File: config.mk
export PLATFORM = sky130hd
export DESIGN_NAME = mult_div_seq
export DESIGN_NICKNAME = d
export VERILOG_FILES = /design/src/rtl/mult_div_seq.sv
export SDC_FILE = /design/constraint.sdc
export NUM_CORES = 1
export LEC_CHECK = 0
export BUFFER_PORTS_ARGS = -buffer_cell sky130_fd_sc_hd__buf_4
export CORE_UTILIZATION = 40
export DETAILED_ROUTE_END_ITERATION = 6
export GPL_TIMING_DRIVEN = 0
export PLACE_DENSITY = 0.68
export SLEW_MARGIN = 15
export SYNTH_ARGS = -nofsm -noshare
export SYNTH_HDL_FRONTEND = slang
export SYNTH_SLANG_ARGS = --single-unit
File: constraint.sdc
create_clock -name clk -period 6.7 [get_ports clk]
set_input_delay 1.34 -clock clk [delete_from_list [all_inputs] [get_ports clk]]
set_output_delay 1.34 -clock clk [all_outputs]
set_load 0.03 [all_outputs]
File: src/rtl/mult_div_seq.sv
// Iterative signed multiply/divide unit owning the HI/LO registers.
// One shift-add or restoring-divide step per cycle, followed by a sign-fixup cycle.
module mult_div_seq #(
  parameter int WIDTH = 32
) (
  input  logic             clk,
  input  logic             reset,
  input  logic             start,
  input  logic             op,
  input  logic             flush,
  input  logic [WIDTH-1:0] a,
  input  logic [WIDTH-1:0] b,
  output logic             busy,
  output logic             done,
  output logic             div_zero,
  output logic [WIDTH-1:0] hi,
  output logic [WIDTH-1:0] lo
);

  localparam int CW = (WIDTH > 1) ? $clog2(WIDTH) : 1;
  localparam logic [CW-1:0] LAST = CW'(WIDTH - 1);

  typedef enum logic [1:0] {IDLE, CALC, SIGN, DONE} state_t;

  state_t state, state_next;

  logic [CW-1:0]      count;
  logic [2*WIDTH-1:0] work;
  logic [WIDTH-1:0]   operand;
  logic               sa, sb, op_r, dz_r;

  logic [WIDTH-1:0]   mag_a, mag_b;
  logic               launch, b_zero;
  logic [WIDTH:0]     mul_sum, div_shift, div_diff;
  logic [2*WIDTH-1:0] prod_signed;
  logic [WIDTH-1:0]   quo_signed, rem_signed;

  // work holds {acc_hi, multiplier} for MULT and {remainder, dividend/quotient} for DIV
  always_comb begin
    mag_a       = a[WIDTH-1] ? -a : a;
    mag_b       = b[WIDTH-1] ? -b : b;
    b_zero      = (b == '0);
    launch      = start && !flush;
    mul_sum     = {1'b0, work[2*WIDTH-1:WIDTH]} + {1'b0, (work[0] ? operand : {WIDTH{1'b0}})};
    div_shift   = {work[2*WIDTH-1:WIDTH], work[WIDTH-1]};
    div_diff    = div_shift - {1'b0, operand};
    prod_signed = (sa ^ sb) ? -work : work;
    quo_signed  = (sa ^ sb) ? -work[WIDTH-1:0] : work[WIDTH-1:0];
    rem_signed  = sa ? -work[2*WIDTH-1:WIDTH] : work[2*WIDTH-1:WIDTH];
  end

  always_ff @(posedge clk or negedge reset) begin
    if (!reset) state <= IDLE;
    else        state <= state_next;
  end

  always_comb begin
    state_next = state;
    case (state)
      IDLE: if (launch) state_next = (op && b_zero) ? DONE : CALC;
      CALC: begin
        if (flush)              state_next = IDLE;
        else if (count == LAST) state_next = SIGN;
      end
      SIGN:    state_next = flush ? IDLE : DONE;
      DONE:    state_next = IDLE;
      default: state_next = IDLE;
    endcase
  end

  always_ff @(posedge clk or negedge reset) begin
    if (!reset) begin
      count   <= '0;
      work    <= '0;
      operand <= '0;
      sa      <= 1'b0;
      sb      <= 1'b0;
      op_r    <= 1'b0;
      dz_r    <= 1'b0;
      hi      <= '0;
      lo      <= '0;
    end else begin
      case (state)
        IDLE: begin
          if (launch) begin
            operand <= op ? mag_b : mag_a;
            work    <= {{WIDTH{1'b0}}, (op ? mag_a : mag_b)};
            sa      <= a[WIDTH-1];
            sb      <= b[WIDTH-1];
            op_r    <= op;
            dz_r    <= op && b_zero;
            count   <= '0;
          end
        end
        CALC: begin
          count <= count + CW'(1);
          if (op_r) begin
            // Negative trial difference means the subtraction is discarded
            if (div_diff[WIDTH])
              work <= {div_shift[WIDTH-1:0], work[WIDTH-2:0], 1'b0};
            else
              work <= {div_diff[WIDTH-1:0], work[WIDTH-2:0], 1'b1};
          end else begin
            work <= {mul_sum, work[WIDTH-1:1]};
          end
        end
        SIGN: begin
          if (!flush) begin
            if (op_r) begin
              lo <= quo_signed;
              hi <= rem_signed;
            end else begin
              {hi, lo} <= prod_signed;
            end
          end
        end
        default: ;
      endcase
    end
  end

  assign busy     = (state != IDLE);
  assign done     = (state == DONE);
  assign div_zero = (state == DONE) && dz_r;

endmodule
==> results of run 1 <==
## worst max-delay path, cell delays in order (launching register included)
cell and delay (ns):
dfrtp_1 0.49, inv_1 0.18, ha_1 0.27, fa_1 0.41
nor2b_1 0.23, o31ai_1 0.14, a21oi_1 0.39, a22o_1 0.31
o21ai_1 0.13, xnor2_1 0.69, buf_2 0.40, buf_4 0.32
o211ai_1 0.23, a32o_1 0.27
## metrics by stage
stage	hold WS, ns	util [%]	power, mW	setup slack, ns	cell area (um2)
finish	0.480	46.7	6.66	2.12	17100
global route	0.506	46.7	7.14	1.93	17100
CTS	0.488	46.7	6.59	2.26	17100
detailed placement	0.473	45.0	5.49	2.29	16400
global placement	0.465	44.9	5.46	2.27	16400
floorplan	0.449	-	4.30	2.86	14800
## cell families (layout without fill, tap and decap cells)
kind of cell / Yosys count / after routing / synth area share [%]
XOR/XNOR: 174 / 174 / 10.3
multiplexers: 55 / 55 / 3.73
AO/OA/AOI/OAI: 625 / 625 / 26.5
flip-flops: 171 / 171 / 28.9
buffers and inverters: 199 / 365 / 5.17
adder cells (fa/ha/maj): 72 / 72 / 6.18
AND/OR/NAND/NOR: 595 / 595 / 19.2
other: 0 / 1 / 0
## how the worst max path moves through the flow
| stage | slack [ns] | cells after the start | to | startpoint |
|---|---|---|---|---|
| floorplan | 2.86 | 9 | work[21] | a[9] |
| global placement | 2.27 | 13 | work[63] | work[31] |
| detailed placement | 2.29 | 13 | work[63] | work[31] |
| CTS | 2.26 | 13 | work[63] | work[31] |
| global route | 1.93 | 13 | work[63] | work[52] |
| finish | 2.12 | 13 | work[63] | work[31] |
## where the power goes
part	switching (mW)	internal (mW)	total [mW]
Sequential	0.349	1.22	1.57
Clock	0.473	0.610	1.08
Combinational	2.51	1.50	4.01
Total	3.34	3.33	6.66
## per-layer routing
metal | vias to the layer above | track usage, % | part of all wire [%]
met1 | 7355 | 40.6 | 45
met3 | 70 | 4.41 | 7.7
met4 | 0 | 9.20 | 2.7
met5 | - | 0 | 0
li1 | 7155 | - | -
met2 | 636 | 43.6 | 45
## state kept, by name, summed over array words and instances, names as in the netlist
| name | flops |
|---|---|
| hi | 32 |
| count | 5 |
| work | 64 |
| operand | 32 |
| dz_r | 1 |
| op_r | 1 |
| state | 2 |
| sb | 1 |
| lo | 32 |
| sa | 1 |
## cell usage in the layout, fill, tap and decap left out, types with 21 or more instances in the layout
cell      netlist  routed
a21oi_1       135     135
ha_1           70      70
o211ai_1       29      29
xor2_1         80      80
inv_1          65      65
mux2i_1        53      53
a22oi_1        29      29
xnor2_1        94      94
o31ai_1        25      25
nor3_1         34      34
o21ai_0       215     215
nand3_1        29      29
clkbuf_1      119     120
dfrtp_1       171     171
a21o_1         28      28
nor2_1        149     149
nand2_1       218     218
a211oi_1       39      39
nand4_1        23      23
buf_4           1     133
nor4_1         21      21
## layout make-up
class / instances / area [um2] / share of cell area (%)
Antenna cell: 1 / 2.50 / 0.0147
Buffer: 134 / 522 / 3.06
Clock buffer: 19 / 443 / 2.59
Clock inverter: 12 / 180 / 1.06
Inverter: 65 / 244 / 1.43
Multi-Input combinational cell: 1521 / 9780 / 57.3
Sequential cell: 171 / 4280 / 25.1
Tap cell: 468 / 586 / 3.43
Timing Repair Buffer: 135 / 1040 / 6.08
==> qor.yml, run 1 <==
cts:
  cts.sink_count: 171
  cts_root_buffer: "clkbuf_16"
  hold_buffers: 0
  clkSlewWorstSetupHoldPaths_ns: 0.07
  post_cts.resized_instances: 0
  cts-root-to-sink-buffers: 2
  clock_insertion_delay_at_the_later_pin_of_the_skew_report_ns: 0.44
  cts.repair_timing.setup_buffer_count: 0
  cts_tree: "yes"
  htree_levels: 4
  clock_buffer_count_from_cts: 17
sta:
  timing.clock.skew_ns: 0.0143
  fmax_mhz: 218
  slew_violations: 0
  hold_viol: 0
  final_period_util_pct: 68.4
  final.setup.tns_ns: 0
  worst_slew_pin_slew_ns: 1.05
  unrepaired_setup_endpoints_after_global_routing: "no"
  final.min_clock_period_ns: 4.58
  final_setup_viols: 0
  relSlewSlack_pct: 30.2
route:
  routed-via-count: 15200
  drtIter0Drc: 1613
  routed_wl_um: 54300
  drc: 0
  dr.pass1.iters: 6
  ant_nets: 0
  dr_wl_cell_um: 21.5
  post_dr_vias_cell: 6.02
setup_path:
  setup.worst_path.end_class: "register"
  ff2ff_setup_slack_ns: 2.12
  required_ns: 7.03
  critical_path.max_fanout: 10
  critical_path.startpoint_type: "register"
  criticalPathCategory: "register to register"
  reg2reg_from: "work[31]"
  depth_of_the_worst_register_to_register_path: 13
  worst-endpoint-arrival_ns: 4.91
  r2r_end: "work[63]"
place:
  place.port_buffers: 133
  gp_congestion: 0.945
  placed_cells: 2494
  detailedPlacementHpwl_um: 43300
global_routing:
  grt_max_degree: 102
  grt_pass1_wl_um: 83400
  antenna_found_initial: 1
  grt_overflow: 0
  groute.usage.overall_pct: 28.4
  first_global_vias: 14100
synthesis:
  dominantRegCellSynth: "dfrtp_1"
  ys_warn_count: 0
  netlist_instances: 1891
  netlist_top_cells_count: "218 x nand2_1, 215 x o21ai_0, 171 x dfrtp_1"
  post_synth.cell_area_avg_um2: 7.84
  post_synth_main_area_contributors: "dfrtp_1 29%, o21ai_0 7.3%, ha_1 5.9%"
  yosysTopAreaCellShare_pct: 28.9
  synth_enable_flop_cells: 0
  yosysMostFrequentCell: "nand2_1"
  yosysTopAreaCell: "dfrtp_1"
  synth_cell_type_count: 83
  syn_area_um2: 14800
  synth_seq_area_share_pct: 28.9
  async_flop_share_pct: 100
  postSynthRegisterBits: 171
  syn_nets: 2032
run_status:
  outcome: "completed"
finish:
  fillers: 3655
  layout-area-overhead-vs-synth_pct: 15.2
  finalNetCount: 2186
  final-instance-count-excl-fill: 2526
  share_of_cells_above_drive_strength_1_pct: 9.82
die:
  floorplan.io_pins: 136
  rows: 70
  die_width_um: 194
  core_area_um2: 36500
  initial_core_util_pct: 40.6
  design.die.area_um2: 37800
  die_height_um: 194
power_and_ir_drop:
  power.ir.vdd_worst_mv: 0.184
  power.leakage_nw: 7.30
  power.density_cell_area_nw_per_um2: 390
hold_path:
  whs_endpoint: "hi[5]"
  min_delay_path_depth: 2
  holdCritStartpoint: "hi[5]"
  worstHoldPathType: "register to register"
job:
  maxCapViolations: 0
No activity file was read; power rests on OpenSTA's default activity.
==> inputs of run 2 (changes only) <==
--- a/config.mk
+++ b/config.mk
@@ -9,7 +9,7 @@
 export CORE_UTILIZATION = 40
 export DETAILED_ROUTE_END_ITERATION = 6
 export GPL_TIMING_DRIVEN = 0
-export PLACE_DENSITY = 0.68
+export PLACE_DENSITY = 0.71
 export SLEW_MARGIN = 15
 export SYNTH_ARGS = -nofsm -noshare
 export SYNTH_HDL_FRONTEND = slang
==> constraint.sdc (replaced) <==
create_clock -name clk -period 3.67 [get_ports clk]
set_input_delay 0.734 -clock clk [delete_from_list [all_inputs] [get_ports clk]]
set_output_delay 0.734 -clock clk [all_outputs]
set_load 0.03 [all_outputs]
==> qor.yml, run 2 (synthesis results as in run 1) <==
run_status:
  outcome: "completed"
die:
  design.die.area_um2: 37800  # unchanged
  rows: 70  # unchanged
  core_area_um2: 36500  # unchanged
  die_height_um: 194  # unchanged
  initial_core_util_pct: 40.6  # unchanged
  floorplan.io_pins: 136  # unchanged
  die_width_um: 194  # unchanged
sta:
  slew_violations: 0  # unchanged
  timing.hold.ws_ns: 0.225  # -0.255 ns
  worst_slew_pin_slew_ns: 0.978  # -0.0683 ns
  final.setup.tns_ns: 0  # unchanged
  hold_viol: 0  # unchanged
  unrepaired_setup_endpoints_after_global_routing: "yes"
  fmax_mhz: 276  # +26%
  timing.clock.skew_ns: 0.0169  # +0.00255 ns
  final.min_clock_period_ns: 3.62  # -0.959 ns
  final_period_util_pct: 98.8  # +30 points
  relSlewSlack_pct: 34.6  # +4.3 points
  final_setup_viols: 0  # unchanged
cts:
  clock_insertion_delay_at_the_later_pin_of_the_skew_report_ns: 0.46  # +0.02 ns
  cts_tree: "yes"
  hold_buffers: 0  # unchanged
  clock_buffer_count_from_cts: 17  # unchanged
  htree_levels: 4  # unchanged
  cts_root_buffer: "clkbuf_16"
  cts-root-to-sink-buffers: 2  # unchanged
  clkSlewWorstSetupHoldPaths_ns: 0.08  # about the same
  cts.sink_count: 171  # unchanged
finish:
  commonest_cells_after_routing_fill_and_taps_aside: "218 x nand2_1, 213 x o21ai_0, 166 x dfrtp_1, 149 x nor2_1, 141 x buf_4"
  final_common_cell: "nand2_1"
  share_of_cells_above_drive_strength_1_pct: 11.8  # +2.0 points
  finalNetCount: 2190  # +0.18%
  antenna_diode_count: 0  # -1
  largest-register: "work"
  layout-area-overhead-vs-synth_pct: 16.8
  largest_register_ffs: 64  # unchanged
  final_core_density_pct: 47.4  # +0.62 points
setup_path:
  depth_of_the_worst_register_to_register_path: 13  # unchanged
  ff2ff_setup_slack_ns: 0.05  # -2.07 ns
  critical_path.max_fanout: 10  # unchanged
  critical_path.startpoint_type: "register"
  worst-endpoint-arrival_ns: 3.97  # -0.94 ns
  r2r_end: "work[57]"
  required_ns: 4.01  # -3.02 ns
  setup.worst_path.end_class: "register"
  criticalPathCategory: "register to register"
  reg2reg_from: "work[0]"
power_and_ir_drop:
  power.ir.vdd_worst_mv: 0.297  # +61%
  design_power_total_mw: 12.6  # +90%
  sequential_share_of_power_pct: 22.9  # -0.7 points
  power_frac_clock_pct: 15.7  # -0.5 points
  switching_power_total_mw: 6.37  # +91%
  power.density_cell_area_nw_per_um2: 731  # +87%
  power.leakage_nw: 7.40  # +1.4%
  sw_frac_of_total_pct: 50.4  # +0.32 points
  combinationalPowerShare_pct: 61.5  # +1.3 points
  p_int_mw: 6.27  # +88%
route:
  drc: 0  # unchanged
  post_dr_vias_cell: 6.12  # +1.6%
  routed_wl_um: 55700  # +2.6%
  dr.pass1.iters: 6  # unchanged
  ant_nets: 0  # unchanged
  drtIter0Drc: 1502  # -6.9%
  dr_wl_cell_um: 22.0  # +2.4%
  routed-via-count: 15500  # +1.8%
place:
  place.port_buffers: 133  # unchanged
  detailedPlacementHpwl_um: 43900  # +1.3%
  gp_congestion: 0.995  # +5.3%
global_routing:
  grt_max_degree: 101  # -0.98%
  groute.usage.overall_pct: 28.8  # +0.38 points
  antenna_found_initial: 0  # -1
  first_global_vias: 14400  # +2.0%
  grt_overflow: 0  # unchanged
  grt_pass1_wl_um: 84400  # +1.2%
job:
  maxCapViolations: 0  # unchanged
hold_path:
  worstHoldPathType: "input pin to asynchronous set/reset pin"
## run 2: cell count changes in the layout (fill, tap and decap cells not counted), sizes merged
cell,change
inv,+2
buf,+7
bufinv,-1
clkinv,-1
clkinvlp,+1
clkbuf,-3
diode,-1
## run 2: layer usage
| metal | vias to the layer above | part of all wire, % | global-route usage (%) |
|---|---|---|---|
| met1 | 7500 | 44 | 39.8 |
| li1 | 7156 | - | - |
| met2 | 726 | 45 | 44.4 |
| met3 | 109 | 7.6 | 4.58 |
| met4 | 0 | 4.1 | 12.1 |
| met5 | - | 0 | 0 |
## run 2: critical path: stages (launching register included)
cell	delay, ns
dfrtp_2	0.50
inv_2	0.19
clkbuf_4	0.25
nor2_1	0.07
ha_1	0.33
o211ai_1	0.21
a21oi_1	0.08
or3b_2	0.52
a21boi_1	0.27
a31oi_2	0.20
a21oi_2	0.25
o21ai_0	0.16
xor2_1	0.17
a221o_1	0.30
## run 2: through the flow
stage          worst slack [ns]  instance area [um2]  instances
6_report                 0.0452                17300       2530
4_1_cts                 0.00110                17200       2528
3_3_place_gp             -0.769                16400       2492
3_5_place_dp             -0.833                16400       2494
2_1_floorplan             0.384                14800       1891
5_1_grt                 -0.0174                17300       2530
## run 2: what timing repair did
item,in CTS,in global routing
pin swaps,4,2
setup endpoints to repair,42,34
buffers inserted,4,3
resized for setup,30,21
## run 2: worst max path at each step
stage,from,endpoint,depth (start not counted)
final,work[0],work[57],13
after global routing,work[0],work[57],13
after CTS,work[0],work[62],13
after detailed placement,work[52],work[63],13
after global placement,work[52],work[63],13
after floorplan,work[0],work[57],13
## run 2: layout make-up
type	instances	area [um2]
well taps	468	586
multi-input cells	1521	9940
repair buffers	142	1090
clock buffers	19	443
inverters	65	244
fillers	3594	19200
plain buffers	131	532
clock inverters	13	174
flip-flops and latches	171	4290
## run 2: power groups by stage
| stage | clock, mW | sequential, mW | combinational [mW] |
|---|---|---|---|
| after floorplan | 0 | 2.62 | 5.23 |
| after global placement | 0 | 2.86 | 7.14 |
| after detailed placement | 0 | 2.87 | 7.22 |
| after CTS | 1.99 | 2.85 | 7.51 |
| after global routing | 2.06 | 2.91 | 8.42 |
| final | 1.98 | 2.89 | 7.77 |
==> inputs of run 3 (changes only) <==
--- a/config.mk
+++ b/config.mk
@@ -9,7 +9,8 @@
 export CORE_UTILIZATION = 40
 export DETAILED_ROUTE_END_ITERATION = 6
 export GPL_TIMING_DRIVEN = 0
-export PLACE_DENSITY = 0.71
+export PLACE_DENSITY = 0.68
+export REMOVE_ABC_BUFFERS = 1
 export SLEW_MARGIN = 15
 export SYNTH_ARGS = -nofsm -noshare
 export SYNTH_HDL_FRONTEND = slang
==> constraint.sdc (replaced) <==
create_clock -name clk -period 4 [get_ports clk]
set_input_delay 0.8 -clock clk [delete_from_list [all_inputs] [get_ports clk]]
set_output_delay 0.8 -clock clk [all_outputs]
set_load 0.03 [all_outputs]
==> qor.yml, run 3 (synthesis results as in run 1) <==
setup_path:
  setup.worst_path.end_class: "register"
  worst-endpoint-arrival_ns: 4.24  # +0.27 ns
  critical_path.max_fanout: 8  # -2
  required_ns: 4.35  # +0.34 ns
  critical_path.startpoint_type: "register"
  criticalPathCategory: "register to register"
sta:
  timing.hold.ws_ns: 0.367  # +0.142 ns
  final.min_clock_period_ns: 3.90  # +0.273 ns
  timing.clock.skew_ns: 0.0161  # -0.000762 ns
  fmax_mhz: 257  # -7.0%
  final_setup_viols: 0  # unchanged
  final_period_util_pct: 97.4  # -1.3 points
  worst_slew_pin_slew_ns: 1.14  # +0.158 ns
  hold_viol: 0  # unchanged
  relSlewSlack_pct: 24.1  # -10 points
  slew_violations: 0  # unchanged
  unrepaired_setup_endpoints_after_global_routing: "no"
finish:
  largest-register: "work"
  final_common_cell: "nand2_1"
  layout-area-overhead-vs-synth_pct: 14.1
  largest_register_ffs: 64  # unchanged
  final-instance-count-excl-fill: 2417  # -4.5%
  share_of_cells_above_drive_strength_1_pct: 12.1  # +0.28 points
  commonest_cells_after_routing_fill_and_taps_aside: "217 x nand2_1, 215 x o21ai_0, 168 x dfrtp_1, 147 x nor2_1, 139 x buf_4"
  antenna_diode_count: 0  # unchanged
  finalNetCount: 2077  # -5.2%
place:
  placed_cells: 2381  # -4.5%
  gp_congestion: 0.933  # -6.2%
  detailedPlacementHpwl_um: 36700  # -16%
  place.port_buffers: 135  # +1.5%
cts:
  clock_insertion_delay_at_the_later_pin_of_the_skew_report_ns: 0.46  # about the same
  cts.sink_count: 171  # unchanged
  cts_root_buffer: "clkbuf_16"
  htree_levels: 4  # unchanged
  cts_tree: "yes"
  clock_buffer_count_from_cts: 17  # unchanged
  clkSlewWorstSetupHoldPaths_ns: 0.08  # about the same
  cts-root-to-sink-buffers: 2  # unchanged
route:
  drc: 2  # +2
  dr_wl_cell_um: 20.1  # -8.8%
  ant_nets: 0  # unchanged
  dr.pass1.iters: 7  # +1
  drtIter0Drc: 1331  # -11%
  routed_wl_um: 48500  # -13%
  post_dr_vias_cell: 6.01  # -1.8%
  routed-via-count: 14500  # -6.2%
global_routing:
  grt_max_degree: 89  # -12%
  first_global_vias: 13900  # -3.8%
  groute.usage.overall_pct: 25.8  # -3.0 points
  grt_overflow: 0  # unchanged
  antenna_found_initial: 1  # +1
  grt_pass1_wl_um: 77500  # -8.2%
power_and_ir_drop:
  power.density_cell_area_nw_per_um2: 649  # -11%
  power.leakage_nw: 7.29  # -1.5%
  power.ir.vdd_worst_mv: 0.381  # +28%
run_status:
  failed_checks: "design-rule violations"
  outcome: "finished, violations left"
die:
  floorplan.io_pins: 136  # unchanged
  rows: 70  # unchanged
  initial_core_util_pct: 40.6  # unchanged
  die_width_um: 194  # unchanged
  design.die.area_um2: 37800  # unchanged
  core_area_um2: 36500  # unchanged
  die_height_um: 194  # unchanged
hold_path:
  worstHoldPathType: "input pin to asynchronous set/reset pin"
job:
  maxCapViolations: 0  # unchanged
run 3: worst paths after layout:
path / slack [ns] / start / end / depth (start not counted)
worst max-delay path: 0.10 / work[0] / work[63] / 12
worst min-delay path: 0.37 / reset / state[1] / 1
worst max register to register: 0.10 / work[0] / work[63] / 12
worst min register to register: 0.48 / hi[8] / hi[8] / 2
max in group asynchronous: 2.71 / reset / hi[0] / 2
min in group clk: 0.48 / hi[8] / hi[8] / 2
run 3: power breakdown:
group | total (mW) | switching [mW] | leakage [nW] | internal, mW
sequential | 2.80 | 0.750 | 2.20 | 2.05
combinational | 6.41 | 3.81 | 4.81 | 2.60
clock | 1.76 | 0.868 | 0.287 | 0.892
total | 11.0 | 5.43 | 7.29 | 5.54
run 3: critical path, cell delays in order (launching register included):
cell and delay, ns:
dfrtp_2 0.55, clkinvlp_4 0.19, buf_4 0.18, nor2_1 0.11
ha_1 0.30, a21oi_1 0.20, or3b_2 0.49, a21oi_1 0.37
nor2b_1 0.27, o311ai_0 0.29, o22ai_1 0.36, o211ai_1 0.18
a32o_1 0.28
run 3: layer usage:
layer / vias to the layer above / GRT usage (%) / wire length [um]
met1: 6968 / 36.3 / 22600
met5: - / 0 / 27
met3: 58 / 4.58 / 3370
met2: 560 / 40.5 / 21700
li1: 6937 / - / -
met4: 4 / 6.94 / 854
run 3: what timing repair did:
action / CTS / global route
cloned: 1 / 0
endpoints found under the setup margin: 13 / 21
hold buffers: 0 / 0
setup buffers: 2 / 1
pin swaps: 0 / 1
resized for setup: 2 / 7
run 3: layout make-up:
class | instances | area, um2
Clock buffer | 17 | 425
Clock inverter | 15 | 169
Fill cell | 3590 | 19600
Inverter | 65 | 248
Multi-Input combinational cell | 1521 | 9850
Sequential cell | 171 | 4290
Tap cell | 468 | 586
Timing Repair Buffer | 159 | 1340
Timing Repair inverter | 1 | 7.51
run 3: through the flow:
stage | setup TNS [ns] | cell area [um2] | utilization (%) | power (mW) | worst slack [ns]
3_3_place_gp | -457.07 | 15900 | 43.5 | 8.67 | -8.26
4_1_cts | 0 | 16900 | 46.2 | 10.8 | 0.0202
2_1_floorplan | -150.17 | 14300 | - | 7.11 | -3.27
6_report | 0 | 16900 | 46.3 | 11.0 | 0.102
3_5_place_dp | -1.79 | 16300 | 44.5 | 8.99 | -0.377
5_1_grt | 0 | 16900 | 46.3 | 11.8 | 0.00201
